$ cat src/rtl/keypad_scanner.sv
// 4x3 matrix keypad scanner with frame-based debounce, driving one-hot digits and '#'/'*' strobes.
// Optional KEY_ONESHOT_EN: key outputs become a single-cycle pulse per accepted press.
module keypad_scanner #(
  parameter int unsigned SCAN_DIV   = 1,
  parameter int unsigned DEB_FRAMES = 2
) (
  input  logic       clock,
  input  logic       resetn,
  input  logic [3:0] rows_n,
  output logic [2:0] cols_n,
  output logic [9:0] keypad,
  output logic       startn,
  output logic       clearn,
  output logic       key_valid
);

  localparam int unsigned DW = (SCAN_DIV > 1) ? $clog2(SCAN_DIV) : 1;
  localparam int unsigned CW = $clog2(DEB_FRAMES + 1);
  localparam logic [DW-1:0] DWELL_LAST = DW'(SCAN_DIV - 1);
  localparam logic [CW-1:0] DEB_N      = CW'(DEB_FRAMES);

  typedef enum logic [1:0] {S_IDLE, S_CAND, S_PRESSED, S_REL} state_t;
  typedef enum logic [1:0] {CODE_NONE, CODE_KEY, CODE_MULTI} code_t;

  logic [1:0]    col_idx, col_nxt;
  logic [DW-1:0] dwell;
  logic          last_dwell, frame_end;
  logic [1:0]    acc_cnt, tot_sat, row_sel;
  logic [3:0]    acc_key, key_sel;
  logic [2:0]    hits, tot;
  code_t         code;

  state_t        state, state_nxt;
  logic [3:0]    cand, cand_nxt;
  logic [CW-1:0] cnt, cnt_nxt, cnt_inc;

  logic [9:0]    keypad_d;
  logic          startn_d, clearn_d, valid_d, strobe;

  function automatic logic [2:0] col_drive(input logic [1:0] idx);
    case (idx)
      2'd0:    return 3'b110;
      2'd1:    return 3'b101;
      default: return 3'b011;
    endcase
  endfunction

  assign last_dwell = (dwell == DWELL_LAST);
  assign col_nxt    = (col_idx == 2'd2) ? 2'd0 : col_idx + 2'd1;
  assign frame_end  = last_dwell && (col_idx == 2'd2);

  // Merge this column's row closures into the running frame tally (count saturates at 2).
  always_comb begin
    hits    = '0;
    row_sel = '0;
    for (int i = 3; i >= 0; i--) begin
      if (!rows_n[i]) begin
        hits    = hits + 3'd1;
        row_sel = 2'(i);
      end
    end
    tot     = 3'(acc_cnt) + hits;
    tot_sat = (tot >= 3'd2) ? 2'd2 : tot[1:0];
    key_sel = (acc_cnt == 2'd0 && hits != 3'd0) ? (4'(row_sel) * 4'd3 + 4'(col_idx)) : acc_key;
    if (tot == 3'd0)      code = CODE_NONE;
    else if (tot == 3'd1) code = CODE_KEY;
    else                  code = CODE_MULTI;
  end

  always_ff @(posedge clock or negedge resetn) begin
    if (!resetn) begin
      col_idx <= 2'd0;
      dwell   <= '0;
      cols_n  <= 3'b110;
      acc_cnt <= 2'd0;
      acc_key <= 4'd0;
    end else if (last_dwell) begin
      dwell   <= '0;
      col_idx <= col_nxt;
      cols_n  <= col_drive(col_nxt);
      acc_cnt <= (col_idx == 2'd2) ? 2'd0 : tot_sat;
      acc_key <= (col_idx == 2'd2) ? 4'd0 : key_sel;
    end else begin
      dwell   <= dwell + DW'(1);
    end
  end

  always_ff @(posedge clock or negedge resetn) begin
    if (!resetn) begin
      state <= S_IDLE;
      cand  <= 4'd0;
      cnt   <= '0;
    end else begin
      state <= state_nxt;
      cand  <= cand_nxt;
      cnt   <= cnt_nxt;
    end
  end

  // Debounce: one decision per closed frame.
  always_comb begin
    state_nxt = state;
    cand_nxt  = cand;
    cnt_nxt   = cnt;
    cnt_inc   = cnt + CW'(1);
    if (frame_end) begin
      case (state)
        S_IDLE: if (code == CODE_KEY) begin
          cand_nxt  = key_sel;
          cnt_nxt   = CW'(1);
          state_nxt = (DEB_FRAMES <= 1) ? S_PRESSED : S_CAND;
        end
        S_CAND: if (code == CODE_KEY && key_sel == cand) begin
          cnt_nxt = cnt_inc;
          if (cnt_inc >= DEB_N) state_nxt = S_PRESSED;
        end else begin
          state_nxt = S_IDLE;
          cnt_nxt   = '0;
        end
        S_PRESSED: if (code == CODE_NONE) begin
          cnt_nxt   = CW'(1);
          state_nxt = (DEB_FRAMES <= 1) ? S_IDLE : S_REL;
        end
        default: if (code == CODE_NONE) begin
          cnt_nxt = cnt_inc;
          if (cnt_inc >= DEB_N) state_nxt = S_IDLE;
        end else begin
          state_nxt = S_PRESSED;
        end
      endcase
    end
  end

`ifdef KEY_ONESHOT_EN
  logic press_evt;

  // Marks the cycle the FSM has just accepted a new press.
  always_ff @(posedge clock or negedge resetn) begin
    if (!resetn) press_evt <= 1'b0;
    else         press_evt <= frame_end && (state == S_IDLE || state == S_CAND) && (state_nxt == S_PRESSED);
  end
  assign strobe = press_evt;
`else
  assign strobe = valid_d;
`endif

  always_comb begin
    keypad_d = '0;
    startn_d = 1'b1;
    clearn_d = 1'b1;
    valid_d  = (state == S_PRESSED) || (state == S_REL);
    if (strobe) begin
      if (cand == 4'd9)       clearn_d = 1'b0;
      else if (cand == 4'd11) startn_d = 1'b0;
      else if (cand == 4'd10) keypad_d = 10'd1;
      else                    keypad_d = 10'd1 << (cand + 4'd1);
    end
  end

  always_ff @(posedge clock or negedge resetn) begin
    if (!resetn) begin
      keypad    <= '0;
      startn    <= 1'b1;
      clearn    <= 1'b1;
      key_valid <= 1'b0;
    end else begin
      keypad    <= keypad_d;
      startn    <= startn_d;
      clearn    <= clearn_d;
      key_valid <= valid_d;
    end
  end

endmodule

$ cat config.mk
export PLATFORM = sky130hd
export DESIGN_NAME = keypad_scanner
export DESIGN_NICKNAME = d
export VERILOG_FILES = /design/src/rtl/keypad_scanner.sv
export SDC_FILE = /design/constraint.sdc
export NUM_CORES = 1
export LEC_CHECK = 0
export BUFFER_PORTS_ARGS = -buffer_cell sky130_fd_sc_hd__buf_2
export CAP_MARGIN = 40
export CORE_MARGIN = 8
export CORE_UTILIZATION = 52
export DETAILED_ROUTE_END_ITERATION = 10
export MAX_ROUTING_LAYER = met4
export PLACE_DENSITY = 0.74
export RECOVER_POWER = 25
export SYNTH_ARGS = -nofsm -noshare
export SYNTH_HDL_FRONTEND = slang
export SYNTH_SLANG_ARGS = --single-unit
$ cat constraint.sdc
create_clock -name clock -period 2.75 [get_ports clock]
set_clock_uncertainty 0.05 [all_clocks]
set_input_delay 0.1375 -clock clock [delete_from_list [all_inputs] [get_ports clock]]
set_output_delay 0.1375 -clock clock [all_outputs]
set_load 0.005 [all_outputs]
* Yosys cells after proc, flatten, opt, wreduce, memory -nomap -nowiden
Index checks and enable logic that the tools add are counted.
Cells by class: shift operators 1, magnitude comparators 2, add/subtract/negate cells 9, bitwise logic cells 1, multipliers 1, reduce and logical (&&, ||, !) cells 14, muxes and demuxes 37, eq/ne operators 15
Operators with widths (count):
- $mux W10 | 4
- $mux W2 | 18
- $eq A4 B4 Y1 const B | 3
- $pmux W2 S3 | 2
- $shl A1 B4 Y10 const A | 1
- $add A3 B1 Y3 const B | 3
- $mux W3 | 3
- $logic_not A2 Y1 | 4
- $mux W4 | 2
- $mux W1 | 7
- $eq A2 B1 Y1 const B | 3
- $eq A2 B2 Y1 const B | 3
- $pmux W3 S2 | 1
- $reduce_bool A3 Y1 | 2
- $ne A5 B2 Y1 const B | 1
- $reduce_and A5 Y1 | 1
- $add A2 B1 Y2 const B | 2
- $add A4 B1 Y4 const B | 1
- $add A4 B2 Y4 | 1
- $eq A4 B4 Y1 | 1
- $mul A2 B2 Y4 const B | 1
- $ne A2 B2 Y1 const B | 2
- $reduce_and A4 Y1 | 1
- $add A2 B3 Y3 | 1
- 10 further kinds | 12
Word-level totals: logic and storage cells 92, input bits 6, register bits after elaboration 33

* Longest topological paths before layout
Gate-level depths: netlist of run 1.
depth after elaboration 15, depth in mapped cells 15, depth with buffers taken out 15

* Worst setup path before layout of run 1
No wires, ideal clock.
kind input-to-reg, start input port rows_n[2], end register state[1], path slack -0.826 ns, setup time 0.122 ns, arrival time 3.404 ns, cell stages on the path 15, required time 2.578 ns, cell sequence inv_1 ha_1 buf_6 xnor2_1 ha_1 nor2_1 a31o_2 inv_2 fa_1 xnor3_1 nor2_1 o2111a_2 o2111ai_4 or3_1 a32o_1
On the way: longest elaborated chain between the ends 13
Ends and longest elaborated chain:
- start, declared | line 9 | input logic [3:0] rows_n,
- $mux W3 | line 57 | if (!rows_n[i]) begin
- $add A3 B1 Y3 | line 58 | hits = hits + 3'd1;
- $mux W3 | line 57
- $add A3 B1 Y3 | line 58
- $mux W3 | line 57
- $add A2 B3 Y3 | line 62 | tot = 3'(acc_cnt) + hits;
- $eq A3 B1 Y1 | line 66 | else if (tot == 3'd1) code = CODE_KEY;
- $mux W2 | line 66
- $mux W2 | line 65 | if (tot == 3'd0) code = CODE_NONE;
- $eq A2 B1 Y1 | line 108, 113
- $logic_and A1 B1 Y1 | line 113 | S_CAND: if (code == CODE_KEY && key_sel == cand) begin
- $ne A3 B3 Y1 (no line) / $mux W2 (equally long branches)
- $reduce_and A5 Y1 (no line) / $pmux W2 S3 (equally long branches)
- end signal, assigned | line 94 | state <= state_nxt;
- end, declared | line 33 | state_t state, state_nxt;
Several ways; a longest one is shown, not always the timed one. A chain may end at the register's enable or synchronous reset.

* Final worst setup path of run 1
start input port rows_n[3], end register state[1]
On the way: longest elaborated chain between the ends 15
Ends and longest elaborated chain (line):
- $mux W1 | 57
- $add A3 B1 Y3 | 58
- $mux W3 | 57
- $add A3 B1 Y3 | 58
- $mux W3 | 57
- $add A3 B1 Y3 | 58
- $mux W3 | 57
- $add A2 B3 Y3 | 62
- $eq A3 B1 Y1 | 66
- $mux W2 | 66
- $mux W2 | 65
- $eq A2 B1 Y1 | 108, 113
- $logic_and A1 B1 Y1 | 113
- $ne A3 B3 Y1 (no line) / $mux W2 (equally long branches)
- $reduce_and A5 Y1 (no line) / $pmux W2 S3 (equally long branches)
Several ways; a longest one is shown, not always the timed one.

==> results of run 1 <==
-- registers in the layout, indices dropped and copies added, names as in the netlist --
register	flops
cnt	2
key_valid	1
state	2
startn	1
acc_cnt	2
cand	4
keypad	10
clearn	1
col_idx	2
acc_key	4
cols_n	3
-- worst max path at each step --
stage / from / to / slack [ns] / cells past startpoint
final: rows_n[3] / state[1] / 0.04 / 14
after global routing: rows_n[3] / state[1] / -0.04 / 14
after CTS: rows_n[3] / state[0] / 0.0007 / 16
after detailed placement: rows_n[3] / state[1] / -0.49 / 14
after global placement: rows_n[3] / state[1] / -0.35 / 14
after floorplan: rows_n[3] / state[1] / -0.32 / 15
-- metrics by stage --
stage                     utilization, %  setup WS (ns)  area, um2  cells
after floorplan                        -         -0.317       2040    196
after global placement              64.9         -0.352       2360    282
after detailed placement            64.9         -0.490       2360    282
after CTS                           69.7       0.000710       2530    291
after global routing                70.6        -0.0400       2570    293
final                               70.6         0.0441       2570    293
-- cell families after synthesis --
family,Yosys count,synth area share [%]
and+or+nand+nor,83,22.2
AOI/OAI and AO/OA,35,14.8
DFF,32,41.4
buffers and inverters,21,4.69
adders and majority gates,13,9.13
xor gates and xnor gates,6,3.41
muxes,6,4.37
-- layer usage --
| metal | routed length (um) | track usage [%] | vias up |
|---|---|---|---|
| li1 | - | - | 778 |
| met1 | 1830 | 16.2 | 790 |
| met2 | 2540 | 29.3 | 44 |
| met3 | 254 | 6.06 | 20 |
| met4 | 206 | 10.9 | 0 |
| met5 | 0 | - | - |
-- repair_timing --
item | in CTS | in global routing
cloned | 0 | 0
buffers inserted | 0 | 2
pin swaps | 7 | 2
endpoints found under the setup margin | 4 | 3
gates resized for setup | 13 | 7
endpoints found under the hold margin | 28 | 0
hold buffers | 1 | 0
-- layout make-up --
cell class                 count  share of cell area [%]
clock buffer                   5                    2.68
clock inverter                 3                    1.66
inverter                      15                    2.78
multi-input combinational    143                    46.4
sequential                    32                    31.4
tap                           48                    2.34
timing repair buffer          47                    12.8
-- power by group through the flow --
stage / Combinational, mW / Sequential (mW) / Clock, mW
CTS: 0.720 / 0.625 / 0.456
global placement: 0.649 / 0.629 / 0
floorplan: 0.516 / 0.589 / 0
detailed placement: 0.692 / 0.633 / 0
finish: 0.741 / 0.630 / 0.449
global route: 0.804 / 0.640 / 0.481
-- layout by cell type, fill, tap and decap left out, types with 3 or more instances in the layout --
cell,n
dfrtp_1,28
buf_4,23
nor2_1,22
nand2_1,14
inv_1,12
clkbuf_1,10
buf_2,9
ha_1,8
nand2b_1,7
o21ai_1,7
nor2b_1,5
nor3_1,5
clkbuf_8,5
mux2i_1,4
nand3_1,4
dfstp_2,4
and3_1,3
a21oi_1,3
xor2_1,3
ha_4,3
==> flow_summary.ini, run 1 <==
[yosys]
synthesis.area_mm2 = 0.00195
synth.ff_latch_count = 32
async_flop_share_pct = 100
yosysSeqAreaShare_pct = 41.4
synth_ff_type = dfrtp_1
synth.most_common_cell = dfrtp_1
synth_cells = 196
synth.net_count = 215
synth.area.top_cells = dfrtp_1 (36%), ha_1 (7.1%), dfstp_2 (5.4%)
yosysTopAreaCell = dfrtp_1
synth_commonest_cells = dfrtp_1 (28), nor2_1 (24), nand2_1 (15), inv_1 (13), ha_1 (11)
ys_warn_count = 0
netlist.area_leader.share_pct = 36.0
synth_edf_count = 0
postSynthAreaPerCell_um2 = 9.93
ys_types = 56

[pwr]
leakage_nw = 1.17
pwr-share-comb_pct = 40.7
power_density_mw_per_mm2 = 709
seq_power_share_pct = 34.6
p_int_mw = 1.15
sw_frac_of_total_pct = 37.0
peakVddDrop_uv = 452
switchingPower_mw = 0.674
total_power_mw = 1.82
power.share.clock_pct = 24.7

[sta]
finalHoldViolCount = 0
finalSetupViolCount = 0
worst_pin_slew_ns = 1.67
tns_ns = 0
final.hold.worst_slack_ns = 0.482
slew-limit-headroom_pct = -11.4
fin_crit_sh_pct = 98.4
rsz0062_at_grt = yes
clock.fmax_mhz = 370
slew_violations = 33
min_period_ns = 2.71

[clock_tree]
htree_levels = 2
tritoncts = done
cts-root-buf = clkbuf_8
ctsLongestPathBuffers = 2
clkTransAtPathRegs_ns = 0.07
cts_inserted_buffers = 5
worstSkewPairLatency_ns = 0.30
cts.sinks = 32

[placed_design]
port_buffers = 21
hpwl_um = 3530
place.gp.congestion = 0.950

[critical_path]
timing.rr.end = state[1]
end_kind = flop
cp_data_arrival_time_ns = 2.84
slowest_stage = or3_1
critPathBufInv = 3
rr_startpoint = col_idx[0]
critPathRequiredTime_ns = 2.88
startpoint_type = input pin
path_cells = buf_12, ha_4, buf_4, xor2_1, a21boi_1, ha_1, ha_1, inv_1, fa_2, a211oi_4, a211o_2, nand4_4, or3_1, a32o_1
crit_fanout = 4
ff2ff_setup_slack_ns = 0.15
crit_family = adder cells
max_stage_delay_ns = 0.38
crit_top_cell = ha_1
reg2regPathDepth = 9
path_class = input pin to flop

[drt]
viasPerCell = 5.57
antenna_left = 0
drc = 0
drt_first_pass_iters = 4
routed_wirelength_um = 4840
avgRoutedWirePerCell_um = 16.5
drtIter0Drc = 82
vias = 1632

[global_route]
antenna_found_initial = 0
grt_max_degree = 33
grt_pass1_vias = 1745
grt_overflow = 0
grt_pass1_wl_um = 7990
grtUsageTotal_pct = 17.2

[status]
status = complete, but fails checks
violations = capacitance limit, slew limit

[min_path]
min_from = col_idx[1]
min_to = cols_n[1]
worst_hold_path.num_cells = 1
hp-class = flop to flop

[finish]
final_nets = 263
antenna_cells = 0
fillers = 275
seq_area_um2 = 806
drive_above_1_share_pct = 33.9
area_growth_pct = 31.9
multiInputGateArea_mm2 = 0.00119

[die]
fp.coreArea_mm2 = 0.00363
dieArea_mm2 = 0.00596
die_x_um = 77.2
start_util_pct = 53.5
die_y_um = 77.2
fp-row-count = 22
ios = 22

[job]
cap_viol_max_count = 1
Note: power is estimated with default switching activity, not from simulation.
==> run 2, diff against run 1 <==
CORE_MARGIN = 1.5   (was 8)
CORE_UTILIZATION = 55   (was 52)
PLACE_DENSITY = 0.75   (was 0.74)
REMOVE_ABC_BUFFERS = 1   (was not set)
clock period = 3.1 ns   (was 2.75 ns; I/O delays follow)
==> run 2 against run 1 <==
Against the previous run: the flow still finishes with violations (capacitance limit, slew limit); critical path depth up 1; count of clock-buffer cells in the layout is the same; global-route usage up 6.5 points; first-iteration DRC count down 46%; sequential share of layout area up 3.0 points; non-clock buffer count down 3; largest power group unchanged.
==> flow_summary.ini, run 2 (synthesis results as in run 1) <==
[status]
status = complete, but fails checks
violations = capacitance limit, slew limit

[critical_path]
path_cells = buf_2, inv_1, ha_1, xnor2_2, ha_1, nor2_2, a31o_2, inv_2, fa_1, xnor3_1, nor2_2, o2111a_2, o2111ai_4, or3_1, a32o_1
slowest_stage = fa_1
startpoint_type = input pin
crit_fanout = 3
cp_data_arrival_time_ns = 3.13
path_class = input pin to flop
end_kind = flop
max_stage_delay_ns = 0.40
critPathRequiredTime_ns = 3.29

[drt]
drt_first_pass_iters = 4
avgRoutedWirePerCell_um = 13.8
drtIter0Drc = 44
met3WireLength_um = 228
vias = 1608
wl_met1_um = 1650
routed_wirelength_um = 3980
top_layer = met4
drc = 0
viasPerCell = 5.58
antenna_left = 0
wl_met2_um = 1950

[sta]
finalSetupViolCount = 0
slew_violations = 33
rsz0062_at_grt = no
worst_pin_slew_ns = 1.64
setup_slack_ns = 0.158
slew-limit-headroom_pct = -9.63
finalHoldViolCount = 0
clock.fmax_mhz = 340
fin_crit_sh_pct = 94.9
final.hold.worst_slack_ns = 0.372
min_period_ns = 2.94

[clock_tree]
cts-root-buf = clkbuf_4
htree_levels = 2
ctsLongestPathBuffers = 2
cts.sinks = 32
clkTransAtPathRegs_ns = 0.10
worstSkewPairLatency_ns = 0.34
postCtsSetupBuffers = 0
cts_inserted_buffers = 5
tritoncts = done

[pwr]
leakage_nw = 1.14
power_density_mw_per_mm2 = 613
peakVddDrop_uv = 368
p_int_mw = 0.903
power.share.clock_pct = 21.9
sw_frac_of_total_pct = 37.0
seq_power_share_pct = 38.8
pwr-share-comb_pct = 39.3
switchingPower_mw = 0.531

[finish]
final_common_cell = dfrtp_1
drive_above_1_share_pct = 30.6
antenna_cells = 0
fillers = 286
seq_area_um2 = 806
largest_register_ffs = 10
area_growth_pct = 20.3
design_area_mm2 = 0.00234
largest_register = keypad
layout_common_cells = dfrtp_1 (28), nor2_1 (22), buf_4 (22), buf_2 (20), nand2_1 (15)
final_nets = 260
top_regs = keypad: 10 flops, acc_key: 4 flops, cand: 4 flops
multiInputGateArea_mm2 = 0.00106

[global_route]
grt_pass1_vias = 1631
grt_overflow = 0
antenna_found_initial = 0
grt_max_degree = 33
grtUsageTotal_pct = 23.7
grt_pass1_wl_um = 7030

[placed_design]
place.gp.congestion = 0.874
port_buffers = 21
post-place-ws_ns = -0.406
hpwl_um = 3090
placed_area_mm2 = 0.00224

[die]
start_util_pct = 57.8
die_y_um = 62.5
ios = 22
fp-row-count = 21
dieArea_mm2 = 0.00390
fp.coreArea_mm2 = 0.00336
die_x_um = 62.5

[job]
cap_viol_max_count = 1

[min_path]
hp-class = input pin to flop
run 2: cell types whose count changed in the layout (fill, tap and decap cells not counted), moves of 2 or more:
cell / before / now
fa_1: 0 / 2
nor2_2: 1 / 3
inv_1: 12 / 14
buf_6: 2 / 0
buf_2: 9 / 20
clkbuf_4: 0 / 5
clkbuf_8: 5 / 0
buf_12: 2 / 0
ha_1: 8 / 11
fa_2: 2 / 0
nor2_4: 2 / 0
clkbuf_1: 10 / 1
ha_4: 3 / 0
run 2: worst paths after layout:
check                           startpoint         end  slack [ns]  depth (start not counted)
max in group asynchronous           resetn   keypad[0]        1.34                          2
worst max-delay path             rows_n[2]    state[1]        0.16                         15
min in group asynchronous           resetn   keypad[6]        0.71                          2
worst max register to register  col_idx[1]    state[1]        0.45                          9
worst min-delay path             rows_n[0]  acc_key[1]        0.37                          5
worst min register to register     cand[3]     cand[3]        0.47                          2
run 2: layout make-up:
type                    instances  share of cell area, %
flip-flops and latches         32                   34.4
inverters                      15                   2.41
multi-input cells             143                   45.3
well taps                      46                   2.46
repair buffers                 44                   11.9
clock buffers                   5                   1.60
clock inverters                 3                   1.82
run 2: timing repair:
action	4_1_cts	5_1_grt
endpoints found under the setup margin	1	4
hold endpoints to repair	28	0
resized for setup	2	1
pin swaps	0	2
hold buffers	1	0
run 2: stage by stage:
step | power, mW | TNS [ns] | std cells | util [%]
2_1_floorplan | 0.929 | -1.25 | 190 | -
3_3_place_gp | 1.09 | -0.685 | 279 | 66.6
3_5_place_dp | 1.12 | -1.56 | 279 | 66.6
4_1_cts | 1.44 | 0 | 288 | 69.5
5_1_grt | 1.54 | 0 | 288 | 69.6
6_report | 1.43 | 0 | 288 | 69.6
run 2: worst max-delay path: cells and delay by family:
kind | cells | cell delay [ns]
xor gates and xnor gates | 2 | 0.38
and+or+nand+nor | 3 | 0.61
buffers and inverters | 3 | 0.21
adders and majority gates | 3 | 1.04
AOI/OAI and AO/OA | 4 | 0.73
run 2: power by group through the flow:
stage | combinational, mW | sequential [mW] | clock, mW
2_1_floorplan | 0.383 | 0.546 | 0
3_3_place_gp | 0.528 | 0.558 | 0
3_5_place_dp | 0.556 | 0.563 | 0
4_1_cts | 0.564 | 0.555 | 0.316
5_1_grt | 0.632 | 0.567 | 0.337
6_report | 0.563 | 0.557 | 0.315
run 2: per-layer routing:
metal | track usage [%] | vias up
met4 | 14.4 | 0
met2 | 37.6 | 57
li1 | - | 769
met3 | 5.41 | 21
met1 | 27.5 | 761
met5 | - | -
==> run 3, diff against run 2 <==
CORE_MARGIN = 3   (was 1.5)
==> run 3 against run 2 <==
Against the previous run: the flow still finishes with violations (capacitance limit, slew limit); die area increased by 9.8%; first-iteration DRC count increased by 57%; count of clock-buffer cells in the layout increased by 1; core utilization increased by 3.2 points; cell area decreased by 0.37%; combinational power about the same; via count decreased by 0.87%; sequential cell count unchanged; global-route usage decreased by 1.9 points.
==> flow_summary.ini, run 3 (synthesis results as in run 1) <==
[status]
status = complete, but fails checks
violations = capacitance limit, slew limit

[pwr]
peakVddDrop_uv = 398
power.share.clock_pct = 21.4
seq_power_share_pct = 39.0
pwr-share-comb_pct = 39.6
sw_frac_of_total_pct = 36.8
p_int_mw = 0.903
switchingPower_mw = 0.525
power_density_mw_per_mm2 = 613
leakage_nw = 1.14

[finish]
largest_register_ffs = 10
antenna_cells = 0
top_regs = keypad: 10 flops, acc_key: 4 flops, cand: 4 flops
fillers = 260
largest_register = keypad
seq_area_um2 = 806
final_common_cell = dfrtp_1
layout_common_cells = dfrtp_1 (28), nor2_1 (23), buf_4 (22), buf_2 (20), nand2_1 (15)
drive_above_1_share_pct = 29.8
area_growth_pct = 19.8
multiInputGateArea_mm2 = 0.00106
post-route-util_pct = 72.8
final_nets = 260

[die]
die_x_um = 65.5
fp.coreArea_mm2 = 0.00320
start_util_pct = 60.7
ios = 22
dieArea_mm2 = 0.00429
fp-row-count = 20
die_y_um = 65.5

[global_route]
grt_overflow = 0
grt_pass1_vias = 1671
grtUsageTotal_pct = 21.8
grt_pass1_wl_um = 7040
antenna_found_initial = 0
grt_max_degree = 33

[clock_tree]
cts-root-buf = clkbuf_4
tritoncts = done
ctsLongestPathBuffers = 2
cts.sinks = 32
worstSkewPairLatency_ns = 0.33
clkTransAtPathRegs_ns = 0.10
cts_inserted_buffers = 5
htree_levels = 2

[sta]
min_period_ns = 2.98
slew_violations = 33
worst_pin_slew_ns = 1.63
finalSetupViolCount = 0
rsz0062_at_grt = no
setup_slack_ns = 0.119
finalHoldViolCount = 0
fin_crit_sh_pct = 96.2
clock.fmax_mhz = 335
slew-limit-headroom_pct = -8.49

[critical_path]
startpoint_type = input pin
end_kind = flop
cp_data_arrival_time_ns = 3.16
critPathRequiredTime_ns = 3.28
path_class = input pin to flop
crit_fanout = 3

[placed_design]
port_buffers = 21
hpwl_um = 3160
post-place-ws_ns = -0.393
place.gp.congestion = 0.909

[min_path]
hp-class = input pin to flop

[drt]
vias = 1594
viasPerCell = 5.57
routed_wirelength_um = 4020
antenna_left = 0
drc = 0
drtIter0Drc = 69
avgRoutedWirePerCell_um = 14.0
drt_first_pass_iters = 4

[job]
cap_viol_max_count = 1
[run 3: cell types whose count changed in the layout (fill, tap and decap cells not counted)]
| cell | delta |
|---|---|
| nor2_1 | +1 |
| nor2_2 | -1 |
| clkinvlp_4 | -1 |
| clkbuf_1 | +1 |
[run 3: per-layer routing]
metal | wire length (um) | up-vias | global-route usage (%)
li1 | - | 776 | -
met1 | 1630 | 772 | 24.2
met2 | 2130 | 37 | 39.2
met3 | 184 | 9 | 5.13
met4 | 74 | 0 | 5.96
met5 | 0 | - | -
[run 3: layout make-up]
cell class,instances,area share [%]
Multi-Input combinational cell,143,45.4
Sequential cell,32,34.6
Timing Repair Buffer,44,12.0
Inverter,15,2.42
Tap cell,44,2.36
Clock buffer,6,1.77
Clock inverter,2,1.50
[run 3: path summary, 6_finish.rpt]
path	from	to	slack [ns]	depth (start not counted)
worst min register to register	cand[3]	cand[3]	0.48	2
min in group asynchronous	resetn	col_idx[0]	0.72	2
max in group asynchronous	resetn	keypad[8]	1.34	2
worst max-delay path	rows_n[2]	state[1]	0.12	15
worst min-delay path	rows_n[0]	acc_key[1]	0.40	5
worst max register to register	col_idx[1]	state[1]	0.43	9
[run 3: power by group through the flow]
stage / combinational (mW) / sequential, mW / clock, mW
2_1_floorplan: 0.383 / 0.546 / 0
3_3_place_gp: 0.526 / 0.559 / 0
3_5_place_dp: 0.558 / 0.564 / 0
4_1_cts: 0.569 / 0.556 / 0.309
5_1_grt: 0.633 / 0.569 / 0.331
6_report: 0.566 / 0.557 / 0.305
[run 3: what timing repair did]
item,CTS,global route
resized for setup,2,0
buffers inserted,0,0
pin swaps,0,2
endpoints found under the hold margin,28,0
endpoints found under the setup margin,1,4
hold buffers,1,0
[run 3: worst max-delay path, cell delays in order]
cell	delay [ns]
buf_2	0.11
inv_1	0.04
ha_1	0.33
xnor2_2	0.16
ha_1	0.29
nor2_1	0.14
a31o_2	0.14
inv_2	0.05
fa_1	0.39
xnor3_1	0.22
nor2_2	0.18
o2111a_2	0.24
o2111ai_4	0.15
or3_1	0.34
a32o_1	0.22
[run 3: per-stage QoR]
stage / setup TNS, ns / power (mW) / hold slack [ns] / cells / cell area (um2)
global placement: -0.692 / 1.09 / 0.169 / 277 / 2240
finish: 0 / 1.43 / 0.396 / 286 / 2330
CTS: 0 / 1.44 / 0.368 / 286 / 2330
detailed placement: -1.44 / 1.12 / 0.184 / 277 / 2240
floorplan: -1.25 / 0.929 / -0.191 / 190 / 1910
global route: 0 / 1.53 / 0.462 / 286 / 2330
